===== src/rtl/multi_pselect_dir1_reg_pkg.sv =====
`default_nettype none
//------------------------------------------------------------------------------
// Module   : multi_pselect_dir1_reg_pkg
// Purpose  : Shared constants and helpers for the registered multi-grant
//            circular priority selector.
// Contents : c_MODE_AGE / c_MODE_RR start-pointer source selectors,
//            wrap_inc() index advance with wrap at an arbitrary N,
//            default queue depth macro and maximum grant width macro.
// Revision : 1.0 - initial release
//------------------------------------------------------------------------------

`ifndef SQ_SIZE
`define SQ_SIZE 8
`endif

// Upper bound on grants per capture; checked by the top-level assertions.
`ifndef MPSEL_MAX_W
`define MPSEL_MAX_W 8
`endif

package multi_pselect_dir1_reg_pkg;

   localparam int c_MODE_AGE = 0;   // start pointer taken from sel
   localparam int c_MODE_RR  = 1;   // start pointer taken from internal rr_ptr

   // Advance an index by one, wrapping at n rather than at a power of two.
   function automatic int wrap_inc(input int idx, input int n);
      return (idx + 1 >= n) ? 0 : idx + 1;
   endfunction

endpackage

`default_nettype wire


===== src/rtl/multi_pselect_dir1_reg_rot_first_set.sv =====
`default_nettype none
//------------------------------------------------------------------------------
// Module   : rot_first_set
// Purpose  : Finds the first set bit of (req & ~mask), scanning upward from
//            start with wrap-around at N.
// Ports    : req   - request vector
//            start - scan start index (expected < N)
//            mask  - bits already granted by earlier stages
//            found - a live bit exists
//            idx   - binary index of that bit (0 when none found)
// Revision : 1.0 - initial release
//------------------------------------------------------------------------------
module rot_first_set
   import multi_pselect_dir1_reg_pkg::*;
#(
   parameter  int N  = 8,
   localparam int IW = $clog2(N)
) (
   input  logic [N-1:0]  req,
   input  logic [IW-1:0] start,
   input  logic [N-1:0]  mask,
   output logic          found,
   output logic [IW-1:0] idx
);

   logic [N-1:0] w_live;

   assign w_live = req & ~mask;

   always_comb begin
      logic [IW-1:0] w_pos;
      found = 1'b0;
      idx   = '0;
      w_pos = start;
      for (int i = 0; i < N; i++) begin
         if (!found && w_live[w_pos]) begin
            found = 1'b1;
            idx   = w_pos;
         end
         // Wrap at N explicitly; N need not be a power of two.
         w_pos = (w_pos == IW'(N - 1)) ? '0 : w_pos + IW'(1);
      end
   end

endmodule

`default_nettype wire


===== src/rtl/multi_pselect_dir1_reg.sv =====
`default_nettype none
//------------------------------------------------------------------------------
// Module   : multi_pselect_dir1_reg
// Purpose  : Registered multi-grant circular priority selector. Picks the
//            first W set bits of req in scan order starting at a pointer
//            (sel in MODE 0, internal rr_ptr in MODE 1) and presents them
//            behind a one-deep valid/ready output register.
// Ports    : clock/reset        - rising-edge clock, async active-low reset
//            req, en, sel       - request vector, capture enable, start index
//            in_ready           - a capture happens at the next edge
//            out_valid/out_ready- output handshake
//            gnt_idx/gnt_vld    - per-slot index and thermometer valid
//            gnt_mask           - one-hot OR of valid grants
//            rr_ptr             - round-robin pointer (0 in MODE 0)
// Revision : 1.0 - initial release
//------------------------------------------------------------------------------
module multi_pselect_dir1_reg
   import multi_pselect_dir1_reg_pkg::*;
#(
   parameter  int N    = `SQ_SIZE,
   parameter  int W    = 2,
   parameter  int MODE = 0,
   localparam int IW   = $clog2(N)
) (
   input  logic            clock,
   input  logic            reset,
   input  logic [N-1:0]    req,
   input  logic            en,
   input  logic [IW-1:0]   sel,
   output logic            in_ready,
   output logic            out_valid,
   input  logic            out_ready,
   output logic [W*IW-1:0] gnt_idx,
   output logic [W-1:0]    gnt_vld,
   output logic [N-1:0]    gnt_mask,
   output logic [IW-1:0]   rr_ptr
);

   logic [IW-1:0]          w_start;
   logic [W-1:0]           w_found;
   logic [W-1:0][IW-1:0]   w_idx;
   logic [N-1:0]           w_mask_all;
   logic [IW-1:0]          w_last;
   logic [IW-1:0]          w_rr_next;
   logic                   w_vld_next;

   logic                   r_out_valid;
   logic [W*IW-1:0]        r_gnt_idx;
   logic [W-1:0]           r_gnt_vld;
   logic [N-1:0]           r_gnt_mask;
   logic [IW-1:0]          r_rr_ptr;

   // Out-of-range sel falls back to index 0.
   assign w_start = (MODE == c_MODE_RR) ? r_rr_ptr
                  : ((int'(sel) >= N) ? '0 : sel);

   // Stage k sees the grants of stages 0..k-1 as a mask, so slot k is the
   // (k+1)-th set bit in scan order and unused slots trail as zeros.
   for (genvar k = 0; k < W; k++) begin : g_stage
      logic [N-1:0]  w_mask_in;
      logic [N-1:0]  w_mask_out;
      logic          w_stage_found;
      logic [IW-1:0] w_stage_idx;

      if (k == 0) begin : g_first
         assign w_mask_in = '0;
      end else begin : g_next
         assign w_mask_in = g_stage[k-1].w_mask_out;
      end

      rot_first_set #(.N(N)) u_rot_first_set (
         .req   (req),
         .start (w_start),
         .mask  (w_mask_in),
         .found (w_stage_found),
         .idx   (w_stage_idx)
      );

      assign w_mask_out = w_mask_in | (w_stage_found ? (N'(1) << w_stage_idx) : '0);
      assign w_found[k] = w_stage_found;
      assign w_idx[k]   = w_stage_idx;
   end

   assign w_mask_all = g_stage[W-1].w_mask_out;

   // Index of the last valid slot; the round-robin pointer resumes after it.
   always_comb begin
      w_last = '0;
      for (int k = 0; k < W; k++) begin
         if (w_found[k]) begin
            w_last = w_idx[k];
         end
      end
   end

   assign w_rr_next  = IW'(wrap_inc(int'(w_last), N));
   assign w_vld_next = en && (|req);
   assign in_ready   = !r_out_valid || out_ready;

   always_ff @(posedge clock or negedge reset) begin
      if (!reset) begin
         r_out_valid <= 1'b0;
         r_gnt_idx   <= '0;
         r_gnt_vld   <= '0;
         r_gnt_mask  <= '0;
         r_rr_ptr    <= '0;
      end else if (in_ready) begin
         r_out_valid <= w_vld_next;
         r_gnt_idx   <= en ? w_idx      : '0;
         r_gnt_vld   <= en ? w_found    : '0;
         r_gnt_mask  <= en ? w_mask_all : '0;
         if ((MODE == c_MODE_RR) && w_vld_next) begin
            r_rr_ptr <= w_rr_next;
         end
      end
   end

   assign out_valid = r_out_valid;
   assign gnt_idx   = r_gnt_idx;
   assign gnt_vld   = r_gnt_vld;
   assign gnt_mask  = r_gnt_mask;
   assign rr_ptr    = r_rr_ptr;

`ifndef SYNTHESIS
   always_ff @(posedge clock) begin
      if (reset) begin
         a_w_range : assert ((W >= 1) && (W <= N) && (W <= `MPSEL_MAX_W));
         a_thermo  : assert ((r_gnt_vld & (r_gnt_vld + W'(1))) == '0);
         for (int a = 0; a < W; a++) begin
            for (int b = a + 1; b < W; b++) begin
               if (r_gnt_vld[a] && r_gnt_vld[b]) begin
                  assert (r_gnt_idx[a*IW +: IW] != r_gnt_idx[b*IW +: IW]);
               end
            end
         end
      end
   end
`endif

endmodule

`default_nettype wire


===== config.mk =====
export PLATFORM = sky130hd
export DESIGN_NAME = multi_pselect_dir1_reg
export DESIGN_NICKNAME = d
export VERILOG_FILES = /design/src/rtl/multi_pselect_dir1_reg_pkg.sv /design/src/rtl/multi_pselect_dir1_reg_rot_first_set.sv /design/src/rtl/multi_pselect_dir1_reg.sv
export SDC_FILE = /design/constraint.sdc
export NUM_CORES = 1
export LEC_CHECK = 0
export CELL_PAD_IN_SITES_DETAIL_PLACEMENT = 1
export CELL_PAD_IN_SITES_GLOBAL_PLACEMENT = 1
export CORE_MARGIN = 2
export CORE_UTILIZATION = 41
export DETAILED_ROUTE_END_ITERATION = 16
export HOLD_SLACK_MARGIN = 0.02
export PLACE_DENSITY_LB_ADDON = 0.1
export SYNTH_ARGS = -nofsm -noshare
export SYNTH_HDL_FRONTEND = slang
export SYNTH_SLANG_ARGS = --single-unit
export TNS_END_PERCENT = 100

===== constraint.sdc =====
create_clock -name clock -period 1.7 [get_ports clock]
set_input_delay 0.34 -clock clock [delete_from_list [all_inputs] [get_ports clock]]
set_output_delay 0.34 -clock clock [all_outputs]
set_load 0.005 [all_outputs]

==> summary.txt, run 1 <==
Synth
  • FF+latch count, synth: 17
  • Leading area contributor after synthesis: dfrtp_1
  • Synth top cells by count: nand2_1, o21ai_0, nor2_1, a21oi_1, dfrtp_1
  • Average cell area after synthesis: 7.504 um2
  • Post-synth EDFFs: 0
  • Mapped Area: 0.002709 mm2
  • Most frequent cell after synthesis: nand2_1
  • Post-synth top flop: dfrtp_1
  • Synth Instances: 361
  • Sequential element share of the synthesized area: 15.70%
  • Ys Warns: 3
  • Area share of the leading cell type in the synthesized netlist: 15.70%
  • Ys async rst share: 100.0%
  • Top cells by area, synth: dfrtp_1, o21ai_0, nand2_1, mux4_2, nor2_1
  • Synth unique cells: 75

Clock tree
  • Clock sinks: 17
  • CTS buffer count: 3
  • Clk buf depth: 2
  • CTS H-tree depth: 1
  • Root Buffer: clkbuf_8
  • Post_cts resized: 86
  • Setup bufs post-CTS: 32
  • Hold_buf cts: 0

Floorplan
  • Row count: 29
  • Io pins: 36
  • Initial Utilization: 42.42%
  • Die width: 85.29 um
  • Chip Height: 85.29 um

Placement
  • Count of input and output buffers: 32
  • DP HPWL: 11540 um
  • Routability congestion estimate: 1.013
  • Cell count after placement: 589

Outcome
  • Run Error: [ERROR DPL-0033] detailed placement checks failed during check placement.
  • Status: stopped before the end
  • Failed at: 4_1_cts
kinds of logic after synthesis:
logic type | share of synthesized area (%)
muxes | 9.607
xor gates and xnor gates | 2.541
other | 0.1384
AOI/OAI and AO/OA | 38.66
and+or+nand+nor | 25.40
adders and majority gates | 1.386
DFF | 15.70
buffers and inverters | 6.559
stage by stage:
step | TNS [ns] | instance area [um2] | util (%) | hold WS [ns] | worst slack, ns
after floorplan | -39.60 | 2791 | - | 0.04441 | -3.139
after global placement | -51.61 | 4163 | 65.18 | 0.4503 | -3.805
after detailed placement | -55.85 | 4163 | 65.18 | 0.4993 | -4.122
==> run 2: changes to the inputs <==
CELL_PAD_IN_SITES_DETAIL_PLACEMENT = not set   (was 1)
CELL_PAD_IN_SITES_GLOBAL_PLACEMENT = not set   (was 1)
CORE_UTILIZATION = 40   (was 41)
HOLD_SLACK_MARGIN = not set   (was 0.02)
PLACE_DENSITY_LB_ADDON = 0.15   (was 0.1)
==> run 2 against run 1 <==
Net effect: the flow now finishes, with violations (setup timing); synthesized cell count stayed put; area after synthesis stayed put.
==> summary.txt, run 2 <==
Placement
  • DP HPWL: 8870 um (was 11540 um)
  • DP Area: 0.004145 mm2 (was 0.004163 mm2)
  • Count of input and output buffers: 32 (unchanged)
  • Routability congestion estimate: 0.9906 (was 1.013)

Run
  • MaxCap Viol Count: 0

Floorplan
  • Initial Utilization: 41.94% (was 42.42%)
  • Core box area: 0.006459 mm2
  • Die width: 86.29 um (was 85.29 um)
  • Die area: 0.007446 mm2
  • Io pins: 36 (unchanged)
  • Row count: 29 (unchanged)
  • Chip Height: 86.29 um (was 85.29 um)

Finish
  • Storage cell area: 425.4 um2
  • Nets@finish: 551
  • Area growth syn-to-layout: 71.69%
  • Proportion of layout cells with a drive suffix above 1: 45.86%
  • Multi-input logic area: 0.002476 mm2
  • Max FFs per register: 8
  • Commonest non-fill, non-tap cell in the layout: buf_4
  • Finished Core Util: 72.01%
  • Inserted Diodes: 0
  • Cell area after layout: 0.004651 mm2
  • Commonest non-fill, non-tap cells in the layout: buf_4, nand2_1, nor2_1, clkdlybuf4s50_1, o21ai_1
  • Fillers: 517

Worst setup path
  • Setup crit end kind: register
  • Critical path launch point type: primary input
  • Crit Path Max Fanout: 6
  • Delay of the slowest critical-path stage: 0.61 ns
  • Reg-to-Reg End: gnt_mask[0]
  • Worst-path cell chain: buf_8 > ha_4 > ha_4 > nor2b_4 > mux4_2 > buf_6 > a2bb2oi_4 > a21oi_1 > o31ai_2 > o221ai_1 > buf_4 > a21boi_2 > a22oi_2 > o2bb2ai_2 > o21a_1 > or4_4 > or3_4 > a32o_2 > or2_1 > o22ai_1
  • Arrival time at the worst endpoint: 5.02 ns
  • Cell mode on critical path: ha_4
  • Crit path buffers/inverters: 3
  • Slowest CP cell: mux4_2
  • Critical path data required time: 1.87 ns
  • R2R depth: 5
  • Top delay family on crit path: compound AO/OA/AOI/OAI gates
  • R2r setup slk: 0.38 ns
  • Worst Path Class, Setup: primary input to register
  • Critical R2R Launch: out_valid

GRT
  • Tot GR Track Use: 30.46%
  • Vias in the first global route: 3653
  • First-pass GRT wire length: 18090 um
  • Pin count of the biggest net entering global routing: 30
  • Initial antenna violation count: 0
  • GRT overflow: 0

Route
  • Number of remaining DRC errors: 0
  • Starting DRT DRC Count: 177
  • Final WL: 11310 um
  • Wire per inst: 18.57 um
  • Routed Antenna Nets: 0
  • Average vias per placed instance: 5.967
  • DRT Pass-1 Iters: 4
  • Via count: 3634

Synth
  • Synth unique cells: 75 (unchanged)
  • Synth top cells by count: nand2_1, o21ai_0, nor2_1, a21oi_1, dfrtp_1 (unchanged)
  • Mapped Area: 0.002709 mm2 (unchanged)
  • Post-synth EDFFs: 0 (unchanged)
  • Sequential element share of the synthesized area: 15.70% (unchanged)
  • Ys async rst share: 100.0% (unchanged)
  • Synth Instances: 361 (unchanged)
  • FF+latch count, synth: 17 (unchanged)
  • Area share of the leading cell type in the synthesized netlist: 15.70% (unchanged)
  • Post-synth top flop: dfrtp_1 (unchanged)
  • Top cells by area, synth: dfrtp_1, o21ai_0, nand2_1, mux4_2, nor2_1 (unchanged)
  • Leading area contributor after synthesis: dfrtp_1 (unchanged)
  • Average cell area after synthesis: 7.504 um2 (unchanged)
  • Most frequent cell after synthesis: nand2_1 (unchanged)
  • Ys Warns: 3 (unchanged)

Clock tree
  • Clk buf depth: 2 (unchanged)
  • CTS H-tree depth: 1 (unchanged)
  • Clock Latency Late Sink: 0.25 ns
  • CTS buffer count: 3 (unchanged)
  • Clock slew at reported path FFs: 0.07 ns
  • Clock sinks: 17 (unchanged)
  • Root Buffer: clkbuf_8 (unchanged)
  • CTS tree: done

STA
  • Clock Skew: 0.001162 ns
  • Unrepaired setup endpoints after global routing: true
  • Tmin final: 4.849 ns
  • Worst-Margin Slew: 0.5615 ns
  • Fmax: 206.2 MHz
  • Fin. Hold Viols: 0
  • Setup violators final: 16
  • Slew Limit Fails: 0
  • Setup tns final: -40.63 ns
  • Worst setup margin: -3.149 ns
  • Final cycle utilization of the critical path: 285.3%
  • Relative slew slack: 62.40%

Pwr
  • Net Sw Frac: 42.88%
  • Worst VDD drop: 0.3638 mV
  • Leakage: 0.002008 uW
  • PwrDens: 786.4 mW/mm2
  • Seq pwr share: 14.6%
  • Internal Power: 2089 uW
  • Comb power frac: 77.2%
  • Switching power of the nets: 1568 uW
  • Clock share of power: 8.2%

Min path
  • Hold/Removal Path Class: primary input to asynchronous set/reset pin

Outcome
  • Failing checks: setup timing
  • Status: complete, but fails checks (was stopped before the end)
[run 2: cell counts after synthesis]
No cell type changed its count.
[run 2: metal layers]
metal	routed length, um	vias to the layer above	global-route usage (%)
li1	-	1757	-
met1	4576	1734	35.15
met2	5921	109	56.80
met3	308	34	2.667
met4	500	0	13.64
met5	0	-	0
[run 2: worst max-delay path by stage]
stage                             end  slack (ns)  cells past startpoint  startpoint
after floorplan           gnt_mask[4]       -3.14                     19      sel[0]
after global placement    gnt_mask[4]       -3.88                     18      sel[0]
after detailed placement  gnt_mask[6]       -3.97                     19      sel[0]
after CTS                 gnt_mask[4]       -3.08                     18      sel[1]
after global routing      gnt_mask[4]       -3.28                     20      sel[0]
final                     gnt_mask[4]       -3.15                     20      sel[0]
[run 2: worst register-to-register path: cells and delay by family (launching register included)]
| family | cells | cell delay, ns |
|---|---|---|
| AO/OA/AOI/OAI | 1 | 0.28 |
| flip-flops | 1 | 0.38 |
| buffers and inverters | 2 | 0.24 |
| AND/OR/NAND/NOR | 2 | 0.34 |
[run 2: cell type report]
cell class / count / share of cell area, %
multi-input cells: 310 / 53.24
repair buffers: 194 / 33.98
flip-flops and latches: 17 / 9.147
well taps: 77 / 2.072
clock buffers: 3 / 0.8878
inverters: 7 / 0.5650
clock inverters: 1 / 0.1076
[run 2: per-stage QoR]
stage                     cells  hold WS (ns)  power [uW]  worst slack, ns
after floorplan             363       0.04441        1762           -3.139
after global placement      585        0.4522        2919           -3.881
after detailed placement    585        0.4636        2964           -3.965
after CTS                   603        0.4247        3506           -3.078
after global routing        609        0.4340        3889           -3.277
final                       609        0.4172        3657           -3.149
[run 2: logic make-up after synthesis]
kind of cell               share of synthesized area [%]
xor gates and xnor gates                           2.541
buffers and inverters                              6.559
AOI/OAI and AO/OA                                  38.66
other                                             0.1384
muxes                                              9.607
adders and majority gates                          1.386
DFF                                                15.70
and+or+nand+nor                                    25.40
[run 2: repair_timing]
| item | 4_1_cts | 5_1_grt |
|---|---|---|
| gates cloned | 1 | 0 |
| setup endpoints to repair | 18 | 17 |
| gates resized for setup | 70 | 20 |
| hold buffers | 0 | 0 |
| setup buffers | 14 | 6 |
| pin swaps | 41 | 20 |
| hold endpoints to repair | 0 | 0 |
[run 2: power by group through the flow]
stage / registers, uW / clock network (uW) / logic (uW)
floorplan: 540 / 0 / 1220
global placement: 533 / 0 / 2390
detailed placement: 539 / 0 / 2420
CTS: 532 / 306 / 2670
global route: 541 / 323 / 3030
finish: 532 / 301 / 2820
Power figures use the tool's default switching activity.
